==> config.mk <==
export PLATFORM = sky130hd
export DESIGN_NAME = filter_iir_stream_driver
export DESIGN_NICKNAME = d
export VERILOG_FILES = /design/src/rtl/iir_drv_pkg.sv /design/src/rtl/iir_drv_fifo.sv /design/src/rtl/filter_iir_stream_driver.sv
export SDC_FILE = /design/constraint.sdc
export NUM_CORES = 1
export LEC_CHECK = 0
export ABC_AREA = 1
export CORE_MARGIN = 2
export CORE_UTILIZATION = 40
export CTS_BUF_LIST = sky130_fd_sc_hd__clkbuf_8
export CTS_CLUSTER_DIAMETER = 80
export CTS_CLUSTER_SIZE = 30
export DETAILED_ROUTE_END_ITERATION = 12
export GPL_TIMING_DRIVEN = 0
export PLACE_DENSITY = 0.74
export SYNTH_ARGS = -nofsm -noshare
export SYNTH_HDL_FRONTEND = slang
export SYNTH_SLANG_ARGS = --single-unit
==> constraint.sdc <==
create_clock -name CLK -period 3.23 [get_ports CLK]
set_input_delay 0.8075 -clock CLK [delete_from_list [all_inputs] [get_ports CLK]]
set_output_delay 0.8075 -clock CLK [all_outputs]
set_load 0.1 [all_outputs]
==> src/rtl/iir_drv_pkg.sv <==
// Shared types and constants for the IIR filter stream driver.
package iir_drv_pkg;

    typedef enum logic [1:0] {
        IDLE = 2'd0,
        FIRE = 2'd1,
        CAPT = 2'd2
    } state_t;

    localparam int unsigned ERR_CNT_W = 16;

    function automatic int unsigned ptr_width(input int unsigned depth);
        return $clog2(depth);
    endfunction

endpackage

==> src/rtl/iir_drv_fifo.sv <==
// Synchronous input FIFO with full/empty flags; head is visible combinationally on rd_data.
module iir_drv_fifo
    import iir_drv_pkg::*;
#(
    parameter int unsigned BIT_WIDTH  = 16,
    parameter int unsigned FIFO_DEPTH = 4
) (
    input  logic                 clk,
    input  logic                 rst_n,
    input  logic                 push,
    input  logic [BIT_WIDTH-1:0] wr_data,
    input  logic                 pop,
    output logic [BIT_WIDTH-1:0] rd_data,
    output logic                 full,
    output logic                 empty
);

    localparam int unsigned PTR_W = ptr_width(FIFO_DEPTH);

    logic [BIT_WIDTH-1:0] mem [FIFO_DEPTH];
    logic [PTR_W-1:0]     wr_ptr;
    logic [PTR_W-1:0]     rd_ptr;
    logic [PTR_W:0]       count;
    logic                 do_push;
    logic                 do_pop;

    assign full    = (count == (PTR_W+1)'(FIFO_DEPTH));
    assign empty   = (count == '0);
    assign do_push = push && !full;
    assign do_pop  = pop && !empty;
    assign rd_data = mem[rd_ptr];

    always_ff @(posedge clk) begin
        if (do_push) begin
            mem[wr_ptr] <= wr_data;
        end
    end

    // Pointers wrap naturally because the depth is a power of two.
    always_ff @(posedge clk or negedge rst_n) begin
        if (!rst_n) begin
            wr_ptr <= '0;
            rd_ptr <= '0;
            count  <= '0;
        end else begin
            if (do_push) begin
                wr_ptr <= wr_ptr + 1'b1;
            end
            if (do_pop) begin
                rd_ptr <= rd_ptr + 1'b1;
            end
            case ({do_push, do_pop})
                2'b10:   count <= count + 1'b1;
                2'b01:   count <= count - 1'b1;
                default: count <= count;
            endcase
        end
    end

endmodule

==> src/rtl/filter_iir_stream_driver.sv <==
// Sample-rate driver feeding a one-cycle IIR filter from a stream FIFO and returning results on a stream.
// Optional ERR_CNT port and counter enabled by defining IIR_DRV_ERR_CNT_EN.
module filter_iir_stream_driver
    import iir_drv_pkg::*;
#(
    parameter int unsigned BIT_WIDTH  = 16,
    parameter int unsigned CLK_DIV    = 100,
    parameter int unsigned FIFO_DEPTH = 4
) (
    input  logic                 CLK,
    input  logic                 nRST,
    input  logic                 EN,
    input  logic [BIT_WIDTH-1:0] S_DATA,
    input  logic                 S_VALID,
    output logic                 S_READY,
    output logic [BIT_WIDTH-1:0] M_DATA,
    output logic                 M_VALID,
    input  logic                 M_READY,
    output logic                 FILT_START,
    output logic [BIT_WIDTH-1:0] FILT_DIN,
    input  logic [BIT_WIDTH-1:0] FILT_DOUT,
    output logic                 UNDERRUN,
    output logic                 OVERRUN
`ifdef IIR_DRV_ERR_CNT_EN
    ,
    output logic [ERR_CNT_W-1:0] ERR_CNT
`endif
);

    localparam int unsigned CNT_W = $clog2(CLK_DIV);

    state_t               state_q;
    state_t               state_d;
    logic [CNT_W-1:0]     cnt_q;
    logic                 tick;
    logic                 launch;
    logic                 capt;
    logic [BIT_WIDTH-1:0] head;
    logic                 fifo_full;
    logic                 fifo_empty;
    logic [BIT_WIDTH-1:0] din_q;
    logic [BIT_WIDTH-1:0] hold_q;
    logic [BIT_WIDTH-1:0] mdata_q;
    logic                 mvalid_q;
    logic                 und_q;
    logic                 ovr_q;

    assign tick   = EN && (cnt_q == CNT_W'(CLK_DIV - 1));
    assign launch = (state_q == IDLE) && tick;
    assign capt   = (state_q == CAPT);

    iir_drv_fifo #(
        .BIT_WIDTH (BIT_WIDTH),
        .FIFO_DEPTH(FIFO_DEPTH)
    ) u_fifo (
        .clk    (CLK),
        .rst_n  (nRST),
        .push   (S_VALID),
        .wr_data(S_DATA),
        .pop    (launch),
        .rd_data(head),
        .full   (fifo_full),
        .empty  (fifo_empty)
    );

    always_ff @(posedge CLK or negedge nRST) begin
        if (!nRST) begin
            cnt_q <= '0;
        end else if (EN) begin
            cnt_q <= tick ? '0 : cnt_q + 1'b1;
        end
    end

    always_ff @(posedge CLK or negedge nRST) begin
        if (!nRST) begin
            state_q <= IDLE;
        end else begin
            state_q <= state_d;
        end
    end

    always_comb begin
        state_d = state_q;
        case (state_q)
            IDLE:    if (tick) state_d = FIRE;
            FIRE:    state_d = CAPT;
            CAPT:    state_d = IDLE;
            default: state_d = IDLE;
        endcase
    end

    // An empty FIFO at launch repeats the last sample (zero-order hold) and flags underrun during FIRE.
    always_ff @(posedge CLK or negedge nRST) begin
        if (!nRST) begin
            din_q  <= '0;
            hold_q <= '0;
            und_q  <= 1'b0;
        end else begin
            und_q <= launch && fifo_empty;
            if (launch) begin
                if (!fifo_empty) begin
                    din_q  <= head;
                    hold_q <= head;
                end else begin
                    din_q <= hold_q;
                end
            end
        end
    end

    // Capture wins over a same-cycle consumer handshake so fresh data is never dropped.
    always_ff @(posedge CLK or negedge nRST) begin
        if (!nRST) begin
            mdata_q  <= '0;
            mvalid_q <= 1'b0;
            ovr_q    <= 1'b0;
        end else begin
            ovr_q <= capt && mvalid_q && !M_READY;
            if (capt) begin
                mdata_q  <= FILT_DOUT;
                mvalid_q <= 1'b1;
            end else if (mvalid_q && M_READY) begin
                mvalid_q <= 1'b0;
            end
        end
    end

`ifdef IIR_DRV_ERR_CNT_EN
    logic [ERR_CNT_W-1:0] err_q;

    always_ff @(posedge CLK or negedge nRST) begin
        if (!nRST) begin
            err_q <= '0;
        end else if ((und_q || ovr_q) && (err_q != '1)) begin
            err_q <= err_q + 1'b1;
        end
    end

    assign ERR_CNT = err_q;
`endif

    assign S_READY    = !fifo_full;
    assign FILT_START = (state_q == FIRE);
    assign FILT_DIN   = din_q;
    assign M_DATA     = mdata_q;
    assign M_VALID    = mvalid_q;
    assign UNDERRUN   = und_q;
    assign OVERRUN    = ovr_q;

endmodule

==> flow_summary.json, run 1 <==
{
  "cp.required_ns": 2.42,
  "seq_area_frac_synth_pct": 65.3,
  "cts.reportedPaths.clkPinSlew_ns": 0.07,
  "postCtsResizedCells": 0,
  "gp_congestion": 0.767,
  "critPathMaxFanout": 3,
  "syn-cell-area_mm2": 0.00490,
  "leakage_nw": 2.91,
  "fin_hold_ws_ns": 0.300,
  "cts_buffer_depth": 2,
  "max-vdd-ir-drop_v": 0.000397,
  "via_count": 3308,
  "die_area_mm2": 0.0131,
  "row_count": 40,
  "arrival_ns": 2.18,
  "cp-start-kind": "flip-flop",
  "dp_hpwl_mm": 6.69,
  "p_int_w": 0.00375,
  "start_util_pct": 40.9,
  "fmax_mhz": 334,
  "yosysUniqueCellTypes": 25,
  "place_inst": 690,
  "nNetsFinal": 606,
  "die_w_um": 115,
  "hold_viol": 0,
  "finalPower_w": 0.00699,
  "slew_violations": 0,
  "period_share_pct": 92.6,
  "htreeDepth": 4,
  "drc": 0,
  "critPathCaptureType": "output pin",
  "r2r_slack_ns": 0.72,
  "path_class": "reg -> out",
  "grt_pass1_vias": 3346,
  "period_minus_slack_ns": 2.99,
  "grt_max_degree": 35,
  "post_drt_wl_per_cell_um": 13.7,
  "max_slew_margin_pct": 33.2,
  "grt_pass1_wl_mm": 15.8,
  "die_height_um": 115,
  "grt_overflow": 0,
  "dpl_cell_area_mm2": 0.00590,
  "power_switching_w": 0.00323,
  "switching_share_pct": 46.3,
  "antenna_cells": 0,
  "core_area_mm2": 0.0120,
  "finalSetupViolCount": 0,
  "maxCapViolations": 0,
  "antenna_left": 0,
  "firstDrtPassIters": 5,
  "finClkSkew_ns": 0.0107,
  "synth_cells": 465,
  "syn_to_final_growth_pct": 29.6,
  "vias_per_cell": 4.58,
  "clkPwrFrac_pct": 21.0,
  "cts_hold_buf": 0,
  "power_density_mw_per_mm2": 1100,
  "post-place-ws_ns": -0.113,
  "cts_tree": "yes",
  "mostFrequentLayoutCells": "nand2_1 (132), inv_1 (87), clkdlybuf4s50_1 (72), edfxtp_1 (64), nand3_1 (52)",
  "cts_setup_buffers": 0,
  "antenna_found_initial": 0,
  "hold_path.class": "in -> async",
  "status": "completed",
  "track_usage_pct": 16.0,
  "cts_sinks": 115,
  "worstSetupStartpoint": "u_fifo.count[0]",
  "seqPwrFrac_pct": 31.7,
  "synth.avg_cell_area_um2": 10.5,
  "drive_gt1_share_pct": 13.0,
  "rsz0062_at_grt": "no",
  "worst_slack_ns": 0.239,
  "drt_iter0_drc": 210,
  "r2r_start": "cnt_q[0]",
  "ys_warn_count": 0,
  "final_area_mm2": 0.00634,
  "synth-seq-cells": 115,
  "root_buffer": "clkbuf_8",
  "fin_cells": 722,
  "power_frac_comb_pct": 47.3,
  "syn_nets": 509,
  "r2r-end": "u_fifo.count[2]",
  "worstSkewPairLatency_ns": 0.43,
  "totalWireLength_mm": 9.93,
  "final_common_cell": "nand2_1",
  "ios": 74,
  "io_buffers": 73,
  "cts_made_buffers": 17,
  "tightest_slew_ns": 0.999,
  "r2r_cells": 14,
  "cp-endpoint": "S_READY"
}
## area by class of cell
cell class,instances,area (µm²)
buffer,15,90.1
clock buffer,17,234
clock inverter,15,214
fill,1023,5620
inverter,88,330
multi-input combinational,247,1290
sequential,115,3200
tap,147,184
timing repair buffer,78,806
## routing by layer
layer | vias up | part of all wire, % | GRT usage [%] | routed length (µm)
met5 | - | 0 | 0 | 0
met4 | 0 | 1.1 | 6.67 | 114
met3 | 14 | 6.7 | 5.45 | 665
met2 | 104 | 50 | 27.1 | 4930
met1 | 1528 | 43 | 18.7 | 4220
li1 | 1662 | - | - | -
## synthesized netlist by cell type, drive strengths merged
cell | n | area [µm²]
buf | 13 | 82.6
nand3 | 53 | 278
xnor2 | 1 | 8.76
a21oi | 2 | 10.0
xor2 | 5 | 43.8
nor3 | 4 | 31.3
clkbuf | 2 | 7.51
ha | 6 | 75.1
mux2 | 16 | 180
nor2 | 17 | 78.8
edfxtp | 64 | 1920
nand3b | 1 | 7.51
nand4 | 2 | 12.5
nand2 | 134 | 508
fa | 1 | 20.0
dfrtp | 51 | 1280
o21ai | 5 | 25.0
inv | 88 | 330
## critical path: stages (launching register included)
cell,delay [ns]
dfrtp_1,0.37
inv_1,0.09
nand3_1,0.15
clkdlybuf4s50_1,1.15
## registers in the layout, summed over array words and instances (netlist names)
signal / count
M_DATA: 16
M_VALID: 1
OVERRUN: 1
UNDERRUN: 1
cnt_q: 7
hold_q: 16
state_q: 2
u_fifo.count: 3
u_fifo.mem: 64
u_fifo.rd_ptr: 2
u_fifo.wr_ptr: 2
## kinds of logic (layout without fill, tap and decap cells)
group           after synthesis  after routing  share of synthesized area [%]
compound gates                7              7                          0.715
xor+xnor                      6              6                           1.07
fa+ha+maj                     7              7                           1.94
buf+inv                     103            213                           8.58
flops                       115            115                           65.3
mux                          16             16                           3.68
simple gates                211            211                           18.7
## power groups by stage
stage,combinational (W),clock (W),sequential [W]
6_report,0.00330,0.00147,0.00221
5_1_grt,0.00350,0.00157,0.00226
4_1_cts,0.00332,0.00150,0.00222
3_5_place_dp,0.00331,0,0.00224
3_3_place_gp,0.00320,0,0.00223
2_1_floorplan,0.000972,0,0.00368
## metrics by stage
stage / util, % / TNS [ns]
2_1_floorplan: - / 0
3_3_place_gp: 48.6 / -7.00
3_5_place_dp: 49.3 / -0.113
4_1_cts: 53.0 / 0
5_1_grt: 53.0 / 0
6_report: 53.0 / 0
## worst min-delay path by stage
stage | from | end | cells past startpoint
global route | nRST | M_DATA[10] | 1
finish | nRST | M_DATA[10] | 1
global placement | u_fifo.count[0] | u_fifo.count[0] | 1
CTS | nRST | M_DATA[10] | 1
detailed placement | hold_q[6] | hold_q[6] | 2
floorplan | u_fifo.count[0] | u_fifo.count[0] | 1
No activity file was read; power rests on OpenSTA's default activity.
==> run 2: changes to the inputs <==
--- a/config.mk
+++ b/config.mk
@@ -13,6 +13,7 @@
 export CTS_CLUSTER_SIZE = 30
 export DETAILED_ROUTE_END_ITERATION = 12
 export GPL_TIMING_DRIVEN = 0
+export MAX_ROUTING_LAYER = met4
 export PLACE_DENSITY = 0.74
 export SYNTH_ARGS = -nofsm -noshare
 export SYNTH_HDL_FRONTEND = slang
==> flow_summary.json, run 2 (synthesis gave the netlist of run 1 again) <==
{
  "worstPathCellList": "inv_1, nand3_1, clkdlybuf4s50_1",
  "drt_iter0_drc": 213,
  "cp_top_family": "buffers and inverters",
  "cts_made_buffers": 17,
  "hold_path.class": "in -> async",
  "die_w_um": 115,
  "period_share_pct": 92.9,
  "slew_violations": 0,
  "root_buffer": "clkbuf_8",
  "status": "completed",
  "cts.reportedPaths.clkPinSlew_ns": 0.07,
  "drive_gt1_share_pct": 13.0,
  "cts_tree": "yes",
  "critPathCaptureType": "output pin",
  "start_util_pct": 40.9,
  "seqPwrFrac_pct": 31.7,
  "max_slew_margin_pct": 33.2,
  "path_buf_inv": 2,
  "hold_viol": 0,
  "antenna_cells": 0,
  "track_usage_pct": 16.5,
  "worstSkewPairLatency_ns": 0.43,
  "nNetsFinal": 606,
  "gp_congestion": 0.778,
  "worstSetupStartpoint": "u_fifo.count[0]",
  "power_switching_w": 0.00324,
  "tightest_slew_ns": 0.999,
  "cp-start-kind": "flip-flop",
  "critical-path-max-stage-delay_ns": 1.15,
  "dp_hpwl_mm": 6.69,
  "arrival_ns": 2.19,
  "max-vdd-ir-drop_v": 0.000396,
  "grt_pass1_wl_mm": 15.8,
  "postCtsResizedCells": 0,
  "syn_to_final_growth_pct": 29.6,
  "r2r_start": "cnt_q[0]",
  "htreeDepth": 4,
  "critical_path_depth": 3,
  "die_area_mm2": 0.0131,
  "cp_slowest_cell": "clkdlybuf4s50_1",
  "die_height_um": 115,
  "power_density_mw_per_mm2": 1100,
  "p_int_w": 0.00375,
  "ios": 74,
  "mostFrequentLayoutCells": "nand2_1 (132), inv_1 (87), clkdlybuf4s50_1 (72), edfxtp_1 (64), nand3_1 (52)",
  "core_area_mm2": 0.0120,
  "largest_reg_flops": 64,
  "via_count": 3323,
  "post-place-ws_ns": -0.113,
  "grt_overflow": 0,
  "vias_per_cell": 4.60,
  "power_frac_comb_pct": 47.3,
  "io_buffers": 73,
  "dpl_cell_area_mm2": 0.00590,
  "antenna_found_initial": 0,
  "final_common_cell": "nand2_1",
  "cts_hold_buf": 0,
  "leakage_nw": 2.91,
  "r2r_cells": 14,
  "maxCapViolations": 0,
  "period_minus_slack_ns": 3.00,
  "antenna_left": 0,
  "rsz0062_at_grt": "no",
  "drc": 0,
  "path_class": "reg -> out",
  "fmax_mhz": 333,
  "cts_sinks": 115,
  "row_count": 40,
  "clkPwrFrac_pct": 21.0,
  "grt_pass1_vias": 3342,
  "cts_buffer_depth": 2,
  "worst_slack_ns": 0.229,
  "critPathMaxFanout": 3,
  "grt_max_degree": 35,
  "cp.required_ns": 2.42,
  "finalSetupViolCount": 0,
  "totalWireLength_mm": 9.95,
  "post_drt_wl_per_cell_um": 13.8,
  "finClkSkew_ns": 0.00896,
  "cts_setup_buffers": 0,
  "final_area_mm2": 0.00634,
  "switching_share_pct": 46.3,
  "largest_register": "u_fifo.mem",
  "firstDrtPassIters": 5
}
==> run 2: cell counts in the layout (fill, tap and decap cells not counted) <==
No cell type changed its count.
==> run 2: final timing paths <==
path                                         to  slack [ns]
worst max-delay path                    S_READY        0.23
worst min-delay path                 M_DATA[10]        0.30
worst max register to register  u_fifo.count[2]        0.73
worst min register to register        hold_q[4]        0.48
max in group asynchronous             hold_q[6]        2.40
min in group CLK                      hold_q[4]        0.48
==> run 2: routing by layer <==
layer | GRT usage (%) | wire length [µm]
met1 | 18.7 | 4260
met2 | 27.1 | 4930
met3 | 5.66 | 627
met4 | 6.18 | 130
met5 | - | 0
==> run 2: layout make-up <==
cell class              count  area, µm²
plain buffers              15       90.1
clock buffers              17        234
clock inverters            15        214
fillers                  1023       5620
inverters                  88        330
multi-input cells         247       1290
flip-flops and latches    115       3200
well taps                 147        184
repair buffers             78        806
==> run 2: power groups by stage <==
stage | Sequential, W | Combinational (W) | Clock (W)
after floorplan | 0.00368 | 0.000972 | 0
after global placement | 0.00223 | 0.00320 | 0
after detailed placement | 0.00224 | 0.00331 | 0
after CTS | 0.00222 | 0.00332 | 0.00150
after global routing | 0.00226 | 0.00350 | 0.00157
final | 0.00221 | 0.00331 | 0.00147
==> run 2: per-stage QoR <==
step           power, W  TNS (ns)  instances  utilization, %  hold WS [ns]
5_1_grt         0.00733         0        722            53.0         0.301
3_3_place_gp    0.00542     -7.00        685            48.6         0.461
3_5_place_dp    0.00555    -0.113        690            49.3         0.464
2_1_floorplan   0.00465         0        465               -         0.446
6_report        0.00699         0        722            53.0         0.297
4_1_cts         0.00704         0        722            53.0         0.291
==> run 3: changes to the inputs <==
==> constraint.sdc (replaced) <==
create_clock -name CLK -period 3.6 [get_ports CLK]
set_input_delay 0.9 -clock CLK [delete_from_list [all_inputs] [get_ports CLK]]
set_output_delay 0.9 -clock CLK [all_outputs]
set_load 0.1 [all_outputs]
==> results of run 3 <==
The final DEF is identical to that of run 2. Status: completed.
Main changes from that run: setup slack after placement -0.113 ns -> 0.165 ns; setup slack after layout 0.229 ns -> 0.507 ns; hold slack 0.297 ns -> 0.389 ns; register-to-register setup slack 0.73 ns -> 1.10 ns; total power 0.00699 W -> 0.00627 W; worst IR drop on VDD 0.000396 V -> 0.000355 V
